==> config.mk <==
export PLATFORM = sky130hd
export DESIGN_NAME = testpattern_gen
export DESIGN_NICKNAME = d
export VERILOG_FILES = /design/src/rtl/testpattern_gen_pkg.sv /design/src/rtl/testpattern_gen_lfsr.sv /design/src/rtl/testpattern_gen.sv
export SDC_FILE = /design/constraint.sdc
export NUM_CORES = 1
export LEC_CHECK = 0
export CAP_MARGIN = 20
export CORE_ASPECT_RATIO = 1.5
export CORE_MARGIN = 2
export CORE_UTILIZATION = 45
export DETAILED_ROUTE_END_ITERATION = 12
export DONT_BUFFER_PORTS = 1
export SLEW_MARGIN = 20
export SYNTH_ARGS = -nofsm -noshare
export SYNTH_HDL_FRONTEND = slang
export SYNTH_SLANG_ARGS = --single-unit
==> constraint.sdc <==
create_clock -name clk27 -period 2.7 [get_ports clk27]
set_input_delay 0.405 -clock clk27 [delete_from_list [all_inputs] [get_ports clk27]]
set_output_delay 0.405 -clock clk27 [all_outputs]
set_load 0.02 [all_outputs]
==> src/rtl/testpattern_gen_pkg.sv <==
// Shared definitions for the video timing / test-pattern generator:
// pattern encodings, default 480p timing and the default noise tap mask.
package testpattern_gen_pkg;

   typedef enum logic [1:0] {
      PAT_CHECKER = 2'd0,
      PAT_BARS    = 2'd1,
      PAT_RAMP    = 2'd2,
      PAT_NOISE   = 2'd3
   } pat_e;

   // 720x480 progressive at 27 MHz
   localparam int DEF_H_SYNCLEN   = 62;
   localparam int DEF_H_BACKPORCH = 60;
   localparam int DEF_H_ACTIVE    = 720;
   localparam int DEF_H_TOTAL     = 858;
   localparam int DEF_V_SYNCLEN   = 6;
   localparam int DEF_V_BACKPORCH = 30;
   localparam int DEF_V_ACTIVE    = 480;
   localparam int DEF_V_TOTAL     = 525;

   localparam int          DEF_LFSR_W    = 16;
   localparam logic [15:0] DEF_LFSR_TAPS = 16'hD008;

   // Bar index 0..7 -> white, yellow, cyan, green, magenta, red, blue, black
   function automatic logic [23:0] bar_rgb(input logic [2:0] idx);
      return {{8{~idx[1]}}, {8{~idx[2]}}, {8{~idx[0]}}};
   endfunction

endpackage

==> src/rtl/testpattern_gen_lfsr.sv <==
// Left-shifting Fibonacci LFSR with loadable seed. The register never holds
// zero: a zero seed or a zero next state is replaced by 1.
module tpg_lfsr
   import testpattern_gen_pkg::*;
#(
   parameter int           W    = DEF_LFSR_W,
   parameter logic [W-1:0] TAPS = W'(DEF_LFSR_TAPS)
) (
   input  logic         clk27,
   input  logic         reset_n,
   input  logic         load,
   input  logic [W-1:0] seed,
   input  logic         step,
   output logic [W-1:0] q
);

   logic [W-1:0] q_nx;

   // next state: shift left, feedback = XOR of tapped bits into bit 0
   always_comb begin
      q_nx = {q[W-2:0], ^(q & TAPS)};
   end

   // load has priority over step; zero is never stored
   always_ff @(posedge clk27 or negedge reset_n) begin
      if (!reset_n) begin
         q <= W'(1);
      end else if (load) begin
         q <= (seed == '0) ? W'(1) : seed;
      end else if (step) begin
         q <= (q_nx == '0) ? W'(1) : q_nx;
      end
   end

endmodule

==> src/rtl/testpattern_gen.sv <==
// Video timing and test-pattern generator (checker, colour bars, grey ramp,
// LFSR noise). All video outputs are registered one clk27 after the h/v
// counter state they describe.
// Build option: TPG_NOISE_SCROLL_EN adds a frame-seed LFSR so the noise
// field changes every frame; without it the noise restarts from 1 each frame.
module testpattern_gen
   import testpattern_gen_pkg::*;
#(
   parameter int                H_SYNCLEN   = DEF_H_SYNCLEN,
   parameter int                H_BACKPORCH = DEF_H_BACKPORCH,
   parameter int                H_ACTIVE    = DEF_H_ACTIVE,
   parameter int                H_TOTAL     = DEF_H_TOTAL,
   parameter int                V_SYNCLEN   = DEF_V_SYNCLEN,
   parameter int                V_BACKPORCH = DEF_V_BACKPORCH,
   parameter int                V_ACTIVE    = DEF_V_ACTIVE,
   parameter int                V_TOTAL     = DEF_V_TOTAL,
   parameter logic              HS_POL      = 1'b0,
   parameter logic              VS_POL      = 1'b0,
   parameter int                CNT_W       = 11,
   parameter int                LFSR_W      = DEF_LFSR_W,
   parameter logic [LFSR_W-1:0] LFSR_TAPS   = LFSR_W'(DEF_LFSR_TAPS),
   parameter int                RAMP_STEP   = 2
) (
   input  logic       clk27,
   input  logic       reset_n,
   input  logic [1:0] pat_sel,
   output logic [7:0] R_out,
   output logic [7:0] G_out,
   output logic [7:0] B_out,
   output logic       HSYNC_out,
   output logic       VSYNC_out,
   output logic       ENABLE_out,
   output logic       PCLK_out,
   output logic       frame_start
);

   localparam int BAR_W = (H_ACTIVE / 8 > 0) ? H_ACTIVE / 8 : 1;

   localparam logic [CNT_W-1:0] H_LAST    = CNT_W'(H_TOTAL - 1);
   localparam logic [CNT_W-1:0] V_LAST    = CNT_W'(V_TOTAL - 1);
   localparam logic [CNT_W-1:0] H_SYNC_C  = CNT_W'(H_SYNCLEN);
   localparam logic [CNT_W-1:0] V_SYNC_C  = CNT_W'(V_SYNCLEN);
   localparam logic [CNT_W-1:0] X_START   = CNT_W'(H_SYNCLEN + H_BACKPORCH);
   localparam logic [CNT_W-1:0] X_END     = CNT_W'(H_SYNCLEN + H_BACKPORCH + H_ACTIVE);
   localparam logic [CNT_W-1:0] Y_START   = CNT_W'(V_SYNCLEN + V_BACKPORCH);
   localparam logic [CNT_W-1:0] Y_END     = CNT_W'(V_SYNCLEN + V_BACKPORCH + V_ACTIVE);
   localparam logic [CNT_W-1:0] BAR_LAST  = CNT_W'(BAR_W - 1);
   localparam logic [CNT_W-1:0] RAMP_LAST = CNT_W'((RAMP_STEP > 0) ? RAMP_STEP - 1 : 0);

   logic [CNT_W-1:0]  h_cnt;
   logic [CNT_W-1:0]  v_cnt;
   logic              line_end;
   logic              frame_end;
   logic              h_act;
   logic              v_act;
   logic              act;

   pat_e              pat_q;

   logic [CNT_W-1:0]  bar_px;
   logic [2:0]        bar_idx;
   logic [CNT_W-1:0]  ramp_ph;
   logic [7:0]        ramp_val;

   logic [LFSR_W-1:0] pix_lfsr;
   logic [LFSR_W-1:0] pix_seed;
   logic              pix_step;

   logic [23:0]       pix;
   logic              fs_pend;

   assign line_end  = (h_cnt == H_LAST);
   assign frame_end = line_end && (v_cnt == V_LAST);
   assign h_act     = (h_cnt >= X_START) && (h_cnt < X_END);
   assign v_act     = (v_cnt >= Y_START) && (v_cnt < Y_END);
   assign act       = h_act && v_act;
   assign pix_step  = act && (pat_q == PAT_NOISE);

   assign PCLK_out  = clk27;

   // raster position: h wraps every line, v advances at line end
   always_ff @(posedge clk27 or negedge reset_n) begin
      if (!reset_n) begin
         h_cnt <= '0;
         v_cnt <= '0;
      end else if (line_end) begin
         h_cnt <= '0;
         v_cnt <= (v_cnt == V_LAST) ? '0 : v_cnt + 1'b1;
      end else begin
         h_cnt <= h_cnt + 1'b1;
      end
   end

   // pattern select only takes effect on a frame boundary
   always_ff @(posedge clk27 or negedge reset_n) begin
      if (!reset_n) begin
         pat_q <= PAT_CHECKER;
      end else if (frame_end) begin
         pat_q <= pat_e'(pat_sel);
      end
   end

   // bar position: pixel-in-bar counter and bar index, held at bar 7 past the last full bar
   always_ff @(posedge clk27 or negedge reset_n) begin
      if (!reset_n) begin
         bar_px  <= '0;
         bar_idx <= '0;
      end else if (!act) begin
         bar_px  <= '0;
         bar_idx <= '0;
      end else if (bar_idx != 3'd7) begin
         if (bar_px == BAR_LAST) begin
            bar_px  <= '0;
            bar_idx <= bar_idx + 3'd1;
         end else begin
            bar_px  <= bar_px + 1'b1;
         end
      end
   end

   // grey ramp: level advances every RAMP_STEP active pixels, restarts each line
   always_ff @(posedge clk27 or negedge reset_n) begin
      if (!reset_n) begin
         ramp_ph  <= '0;
         ramp_val <= '0;
      end else if (!act) begin
         ramp_ph  <= '0;
         ramp_val <= '0;
      end else if (ramp_ph == RAMP_LAST) begin
         ramp_ph  <= '0;
         ramp_val <= ramp_val + 8'd1;
      end else begin
         ramp_ph  <= ramp_ph + 1'b1;
      end
   end

`ifdef TPG_NOISE_SCROLL_EN
   logic [LFSR_W-1:0] seed_q;

   tpg_lfsr #(
      .W    (LFSR_W),
      .TAPS (LFSR_TAPS)
   ) u_seed_lfsr (
      .clk27   (clk27),
      .reset_n (reset_n),
      .load    (1'b0),
      .seed    ({LFSR_W{1'b0}}),
      .step    (frame_end),
      .q       (seed_q)
   );

   // the pixel LFSR takes the seed LFSR's next state, so both agree for the new frame
   always_comb begin
      pix_seed = {seed_q[LFSR_W-2:0], ^(seed_q & LFSR_TAPS)};
      if (pix_seed == '0) begin
         pix_seed = LFSR_W'(1);
      end
   end
`else
   assign pix_seed = LFSR_W'(1);
`endif

   tpg_lfsr #(
      .W    (LFSR_W),
      .TAPS (LFSR_TAPS)
   ) u_pix_lfsr (
      .clk27   (clk27),
      .reset_n (reset_n),
      .load    (frame_end),
      .seed    (pix_seed),
      .step    (pix_step),
      .q       (pix_lfsr)
   );

   // pixel colour for the current raster position; black outside the active area
   always_comb begin
      pix = '0;
      if (act) begin
         unique case (pat_q)
            PAT_CHECKER: pix = (h_cnt[0] ^ v_cnt[0]) ? 24'hFFFFFF : 24'h000000;
            PAT_BARS:    pix = bar_rgb(bar_idx);
            PAT_RAMP:    pix = {3{ramp_val}};
            PAT_NOISE:   pix = (pix_lfsr[LFSR_W-1 -: 4] == 4'hF) ? 24'hCFCFCF : 24'h000000;
         endcase
      end
   end

   // registered video outputs; frame_start is delayed twice so it lines up with the first sync output
   always_ff @(posedge clk27 or negedge reset_n) begin
      if (!reset_n) begin
         R_out       <= '0;
         G_out       <= '0;
         B_out       <= '0;
         ENABLE_out  <= 1'b0;
         HSYNC_out   <= HS_POL;
         VSYNC_out   <= VS_POL;
         fs_pend     <= 1'b0;
         frame_start <= 1'b0;
      end else begin
         {R_out, G_out, B_out} <= pix;
         ENABLE_out  <= act;
         HSYNC_out   <= (h_cnt < H_SYNC_C) ? HS_POL : ~HS_POL;
         VSYNC_out   <= (v_cnt < V_SYNC_C) ? VS_POL : ~VS_POL;
         fs_pend     <= frame_end;
         frame_start <= fs_pend;
      end
   end

endmodule

==> results.ini, run 1 <==
[worst_setup_path]
crit_buf_inv = 1
critPathLaunch = h_cnt[5]$_DFF_PN0_
path_class = reg2reg
cp.arrival_ns = 2.62
slowest_stage = or4b_4
worstSetupStartpointType = flop
timing.rr.start = h_cnt[5]$_DFF_PN0_
cpPeakStageDelay_ns = 0.59
ff2ff_path_depth = 6
r2r_setup_slack_ns = 0.30
cp-end-kind = flop
worstPathCellList = or4b_4 > or4_4 > o211a_2 > o311ai_4 > buf_6 > a21oi_1
crit_family = simple AND/OR/NAND/NOR gates
worst-path-max-fanout = 19
crit_required_ns = 2.92
regToRegEndpoint = G_out[4]$_DFF_PN0_

[synthesis]
yosys-top-cells-count = 101 x dfrtp_1, 56 x nand2_1, 55 x nor2_1
ys_seq_area_share_pct = 52.40
synth.most_common_cell = dfrtp_1
synth.largest_area_cell = dfrtp_1
synthArstFlopShare_pct = 100.0
syn_nets = 488
synth_ff_type = dfrtp_1
yosys_warnings = 0
avgSynthCellArea_um2 = 10.35
syn-instance-count = 471
synthDominantCellAreaShare_pct = 51.86
ys_seq_elements = 102
synthTopCellsByArea = dfrtp_1 52%, nand2_1 4.3%, nor2_1 4.2%, xor2_1 3.8%, ha_1 3.3%
synth_edf_count = 0
ys_types = 59
syn_area_mm2 = 0.004873

[clock_tree]
cts_setup_buffers = 0
ctsResizeCount = 0
clock-root-buffer = clkbuf_16
cts_inserted_buffers = 9
cts_tree = built
clock_latency_ns = 0.35
path_clk_slew_ns = 0.08
ctsHtreeMaxLevel = 3
cts_max_path_buffers = 2
clock_sinks = 102

[final_layout]
antenna_cells = 0
drive_gt1_share_pct = 11.79
num-nets-final = 487
area_delta_synth_final_pct = 8.421
fin_cells = 619

[placed_design]
dpl.hpwl_um = 6431
placedCellCount = 602
port-buffer-count = 0
gp_congestion = 0.8236

[floorplan]
rows = 46
die_h_um = 131.5
ios = 33
die_w_um = 88.97
fp.dieArea_mm2 = 0.01170
initial_core_util_pct = 46.02
core_area_mm2 = 0.01059

[grt]
gr-usage-all-layers_pct = 17.31
grt_start_max_net_pins = 103
first_global_vias = 3337
grt_overflow = 0
grt_pass1_wl_um = 16020
antenna_found_initial = 0

[route]
drtIter0Drc = 140
wl_per_cell_um = 15.11
viasPerCell = 5.462
drc = 0
dr.pass1.iters = 4
wl_um = 9355
vias = 3381
postRouteAntennaNets = 0

[power_and_ir_drop]
peakVddDrop_v = 0.0002944
leakagePower_nw = 2.301
pwr_density_cell_mw_per_mm2 = 527.4

[timing]
report.final.slew_viol_count = 0
fin_setup_tns_ns = 0
max-slew-margin-rel_pct = 60.85
rsz0062_at_grt = false
finalHoldViolCount = 102
period_share_pct = 88.82
fmax_mhz = 417.0
tightestPinTransition_ns = 0.5872
finClkSkew_ns = 0.009143
hold_ws_ns = -0.2538
period_needed_ns = 2.398
setup_violations = 0

[hold_path]
hold_path.class = in2async

[flow_run]
drv_cap = 0

[run_status]
status = finished, violations left
violations = negative hold slack

-- routing by layer --
layer,GRT usage [%],wire length [um],vias up,part of all wire (%)
met5,0,0,-,0
met4,5.970,113,0,1.2
met3,3.957,289,10,3.1
met2,29.56,5036,49,54
met1,21.04,3915,1679,42
li1,-,-,1643,-
-- cells by family after synthesis --
| family | after synthesis | synth area share, % |
|---|---|---|
| and+or+nand+nor | 209 | 21.87 |
| DFF | 102 | 52.40 |
| buffers and inverters | 29 | 3.106 |
| muxes | 13 | 2.696 |
| adders and majority gates | 13 | 3.338 |
| AOI/OAI and AO/OA | 72 | 10.66 |
| xor gates and xnor gates | 33 | 5.931 |
-- layout make-up --
class,instances,area (um2)
inverter,11,41.29
fill,1010,5306
clock inverter,7,66.31
multi-input combinational,340,2168
sequential,102,2554
timing repair buffer,6,48.80
tap,144,180.2
clock buffer,9,225.2
-- placed cells by master, fill, tap and decap left out, drive strengths merged, types with 2 or more instances in the layout --
master	instances
nand4	12
nor2b	2
nor4b	3
or3	5
o211ai	2
clkbuf	9
a21o	3
a21oi	34
and4	3
a31oi	3
dfrtp	101
o21ai	14
nor3	13
nand4b	2
nand2	58
buf	6
and3	10
inv	15
or3b	2
xnor2	12
and2	2
or4	4
a32o	6
ha	13
clkinv	2
mux2i	12
or2	6
or4b	2
xor2	21
nand2b	7
nand3	16
nor2	56
nor4	5
-- report_power, final --
group	switching (mW)	leakage, nW	internal (mW)
Combinational	0	0.762	0.0000329
Sequential	0	1.40	1.53
Clock	0.612	0.142	0.648
Total	0.612	2.30	2.17
-- worst max path at each step --
stage                       endpoint  slack, ns  depth (start not counted)
2_1_floorplan     G_out[6]$_DFF_PN0_       0.52                          6
3_3_place_gp      G_out[4]$_DFF_PN0_       0.32                          5
3_5_place_dp   bar_px[2]$_DFFE_PN0P_       0.32                          5
4_1_cts           G_out[4]$_DFF_PN0_       0.29                          5
5_1_grt        bar_px[2]$_DFFE_PN0P_       0.21                          5
6_report          G_out[4]$_DFF_PN0_       0.30                          6
-- sequential cells by signal, summed over array words and instances, names as in the netlist, 2 cells and up --
name          count
B_out             8
G_out             8
R_out             8
bar_idx           3
bar_px           11
h_cnt            11
pat_q             2
ramp_ph          11
ramp_val          8
u_pix_lfsr.q     16
v_cnt            11
-- per-stage QoR --
| step | power [mW] | hold WS (ns) | utilization [%] | setup WS (ns) | instance area, um2 |
|---|---|---|---|---|---|
| after floorplan | 1.600 | 0.1094 | - | 0.5229 | 4873 |
| after global placement | 1.557 | 0.1142 | 47.03 | 0.3205 | 4981 |
| after detailed placement | 1.557 | 0.1142 | 47.03 | 0.3202 | 4981 |
| after CTS | 2.821 | -0.2630 | 49.79 | 0.2892 | 5273 |
| after global routing | 2.891 | -0.2704 | 49.89 | 0.2119 | 5284 |
| final | 2.787 | -0.2538 | 49.89 | 0.3020 | 5284 |
No activity file was read; power rests on OpenSTA's default activity.
==> inputs of run 2 (changes only) <==
--- a/config.mk
+++ b/config.mk
@@ -8,7 +8,7 @@
 export CAP_MARGIN = 20
 export CORE_ASPECT_RATIO = 1.5
 export CORE_MARGIN = 2
-export CORE_UTILIZATION = 45
+export CORE_UTILIZATION = 43
 export DETAILED_ROUTE_END_ITERATION = 12
 export DONT_BUFFER_PORTS = 1
 export SLEW_MARGIN = 20
==> run 2 against run 1 <==
Effect of this change: the flow still finishes with violations (negative hold slack); count of clock-buffer cells in the layout unchanged; flip-flop and latch count did not move; final cell count grew 0.48%; non-clock buffer count did not move; register-to-register slack better by 0.02 ns; total power grew 5.6%; global-route usage shrank 0.38 points; die area rose by 4.5%; first-iteration DRC count up 21%; critical path type unchanged; critical endpoint is now B_out[5]$_DFF_PN0_.
==> results.ini, run 2 (synthesized netlist as in run 1, its figures left out) <==
[clock_tree]
cts_tree = built
clock-root-buffer = clkbuf_16
cts_inserted_buffers = 9  ; unchanged
clock_sinks = 102  ; unchanged
cts_max_path_buffers = 2  ; unchanged
ctsHtreeMaxLevel = 3  ; unchanged
path_clk_slew_ns = 0.07  ; about the same
clock_latency_ns = 0.35  ; about the same

[route]
dr.pass1.iters = 4  ; unchanged
wl_per_cell_um = 15.23  ; +0.78%
drc = 0  ; unchanged
vias = 3369  ; -0.35%
postRouteAntennaNets = 0  ; unchanged
viasPerCell = 5.416  ; -0.84%
wl_um = 9474  ; +1.3%
drtIter0Drc = 169  ; +21%

[flow_run]
drv_cap = 0  ; unchanged

[timing]
report.final.slew_viol_count = 0  ; unchanged
hold_ws_ns = -0.2494  ; +0.004439 ns
fin_setup_tns_ns = 0  ; unchanged
fmax_mhz = 420.6  ; +0.86%
finalHoldViolCount = 102  ; unchanged
finClkSkew_ns = 0.008099  ; -0.001044 ns
fin_ws_ns = 0.3225  ; +0.02049 ns
period_needed_ns = 2.378  ; -0.02049 ns
rsz0062_at_grt = false
setup_violations = 0  ; unchanged
tightestPinTransition_ns = 0.5743  ; -0.01286 ns
period_share_pct = 88.06  ; -0.76 points
max-slew-margin-rel_pct = 61.71  ; +0.86 points

[worst_setup_path]
worstPathCellList = or4b_4 > or4_4 > o211a_2 > o311ai_4 > buf_6 > a21oi_1
path_class = reg2reg
worst-path-max-fanout = 19  ; unchanged
worstSetupStartpointType = flop
crit_required_ns = 2.93  ; about the same
cp-end-kind = flop
cp.arrival_ns = 2.60  ; -0.02 ns
cpPeakStageDelay_ns = 0.59  ; about the same
slowest_stage = or4b_4

[final_layout]
top_register = u_pix_lfsr.q
fillers = 1064  ; +5.3%
num-nets-final = 487  ; unchanged
drive_gt1_share_pct = 11.79  ; unchanged
antenna_cells = 0  ; unchanged
final_area_mm2 = 0.005324  ; +0.76%
area_delta_synth_final_pct = 9.243
mostFrequentLayoutCell = dfrtp_1
mostFrequentLayoutCells = 101 x dfrtp_1, 56 x nand2_1, 55 x nor2_1
fin_util_pct = 48.16  ; -1.7 points
largest_reg_flops = 16  ; unchanged

[hold_path]
hold_path.class = in2async

[grt]
first_global_vias = 3488  ; +4.5%
antenna_found_initial = 0  ; unchanged
grt_start_max_net_pins = 103  ; unchanged
gr-usage-all-layers_pct = 16.93  ; -0.38 points
grt_pass1_wl_um = 16750  ; +4.6%
grt_overflow = 0  ; unchanged

[power_and_ir_drop]
leakagePower_nw = 2.323  ; +0.96%
total_power_mw = 2.944  ; +5.6%
peakVddDrop_v = 0.0003193  ; +8.5%
pwr_density_cell_mw_per_mm2 = 552.9  ; +4.8%

[floorplan]
initial_core_util_pct = 44.08  ; -1.9 points
fp.dieArea_mm2 = 0.01222  ; +4.5%
rows = 47  ; +2.2%
die_h_um = 134.4  ; +2.2%
ios = 33  ; unchanged
core_area_mm2 = 0.01106  ; +4.4%
die_w_um = 90.93  ; +2.2%

[run_status]
status = finished, violations left
violations = negative hold slack

[placed_design]
gp_congestion = 0.8468  ; +2.8%
dpl-instance-area_mm2 = 0.004985  ; about the same
place_ws_ns = 0.3259  ; +0.005715 ns
dpl.hpwl_um = 6472  ; +0.64%
port-buffer-count = 0  ; unchanged

run 2: cell count changes in the layout (fill, tap and decap cells not counted):
cell	previous run	this run
clkinv_4	0	1
bufinv_16	0	2
clkinvlp_4	1	0
clkinv_8	1	0
inv_6	3	2
run 2: area by class of cell:
cell class / instances / area [um2] / share of cell area [%]
tap: 147 / 183.9 / 3.455
timing repair buffer: 6 / 48.80 / 0.9166
sequential: 102 / 2554 / 47.97
clock buffer: 9 / 225.2 / 4.230
clock inverter: 7 / 102.6 / 1.927
inverter: 11 / 41.29 / 0.7756
multi-input combinational: 340 / 2168 / 40.73
run 2: routing by layer:
| layer | global-route usage (%) | routed length [um] | vias to the layer above | share of wire (%) |
|---|---|---|---|---|
| met1 | 20.20 | 3959 | 1647 | 42 |
| li1 | - | - | 1649 | - |
| met2 | 29.01 | 5007 | 53 | 53 |
| met3 | 2.865 | 237 | 20 | 2.5 |
| met4 | 9.259 | 270 | 0 | 2.8 |
| met5 | 0 | 0 | - | 0 |
run 2: path summary, 6_finish.rpt:
path / startpoint / depth (start not counted) / end / slack (ns)
worst max-delay path: h_cnt[5]$_DFF_PN0_ / 6 / B_out[5]$_DFF_PN0_ / 0.32
worst min-delay path: reset_n / 0 / bar_px[3]$_DFFE_PN0P_ / -0.25
worst max register to register: h_cnt[5]$_DFF_PN0_ / 6 / B_out[5]$_DFF_PN0_ / 0.32
worst min register to register: fs_pend$_DFF_PN0_ / 0 / frame_start$_DFF_PN0_ / 0.36
max in group asynchronous: reset_n / 0 / u_pix_lfsr.q[0]$_DFFE_PN1P_ / 2.74
min in group clk27: pat_sel[0] / 2 / pat_q[0]$_DFFE_PN0P_ / 0.19
run 2: power breakdown:
group          total [mW]  switching (mW)  internal, mW
combinational   0.0000336               0     0.0000329
clock                1.42           0.591         0.826
sequential           1.53               0          1.53
total                2.94           0.591          2.35
run 2: worst max-delay path: cells and delay by family, from the launching register on:
family,cells,cell delay [ns]
AND/OR/NAND/NOR,2,1.14
flip-flops,1,0.44
AO/OA/AOI/OAI,3,0.41
buffers and inverters,1,0.26
run 2: per-stage QoR:
stage / hold WS, ns / cells
floorplan: 0.1094 / 471
global placement: 0.1153 / 605
detailed placement: 0.1144 / 605
CTS: -0.2635 / 621
global route: -0.2681 / 622
finish: -0.2494 / 622
run 2: timing repair:
action,in CTS,in global routing
endpoints found under the hold margin,102,102
setup buffers,0,0
resized for setup,0,0
==> inputs of run 3 (changes only) <==
==> constraint.sdc (replaced) <==
create_clock -name clk27 -period 2.7 [get_ports clk27]
set_input_delay 0.54 -clock clk27 [delete_from_list [all_inputs] [get_ports clk27]]
set_output_delay 0.54 -clock clk27 [all_outputs]
set_load 0.02 [all_outputs]
==> results of run 3 <==
Same layout as run 2 (identical final DEF). Status: finished, violations left: negative hold slack.
Main changes from that run: hold slack -0.2494 ns -> -0.1144 ns; number of hold violations in the final report 102 -> 101
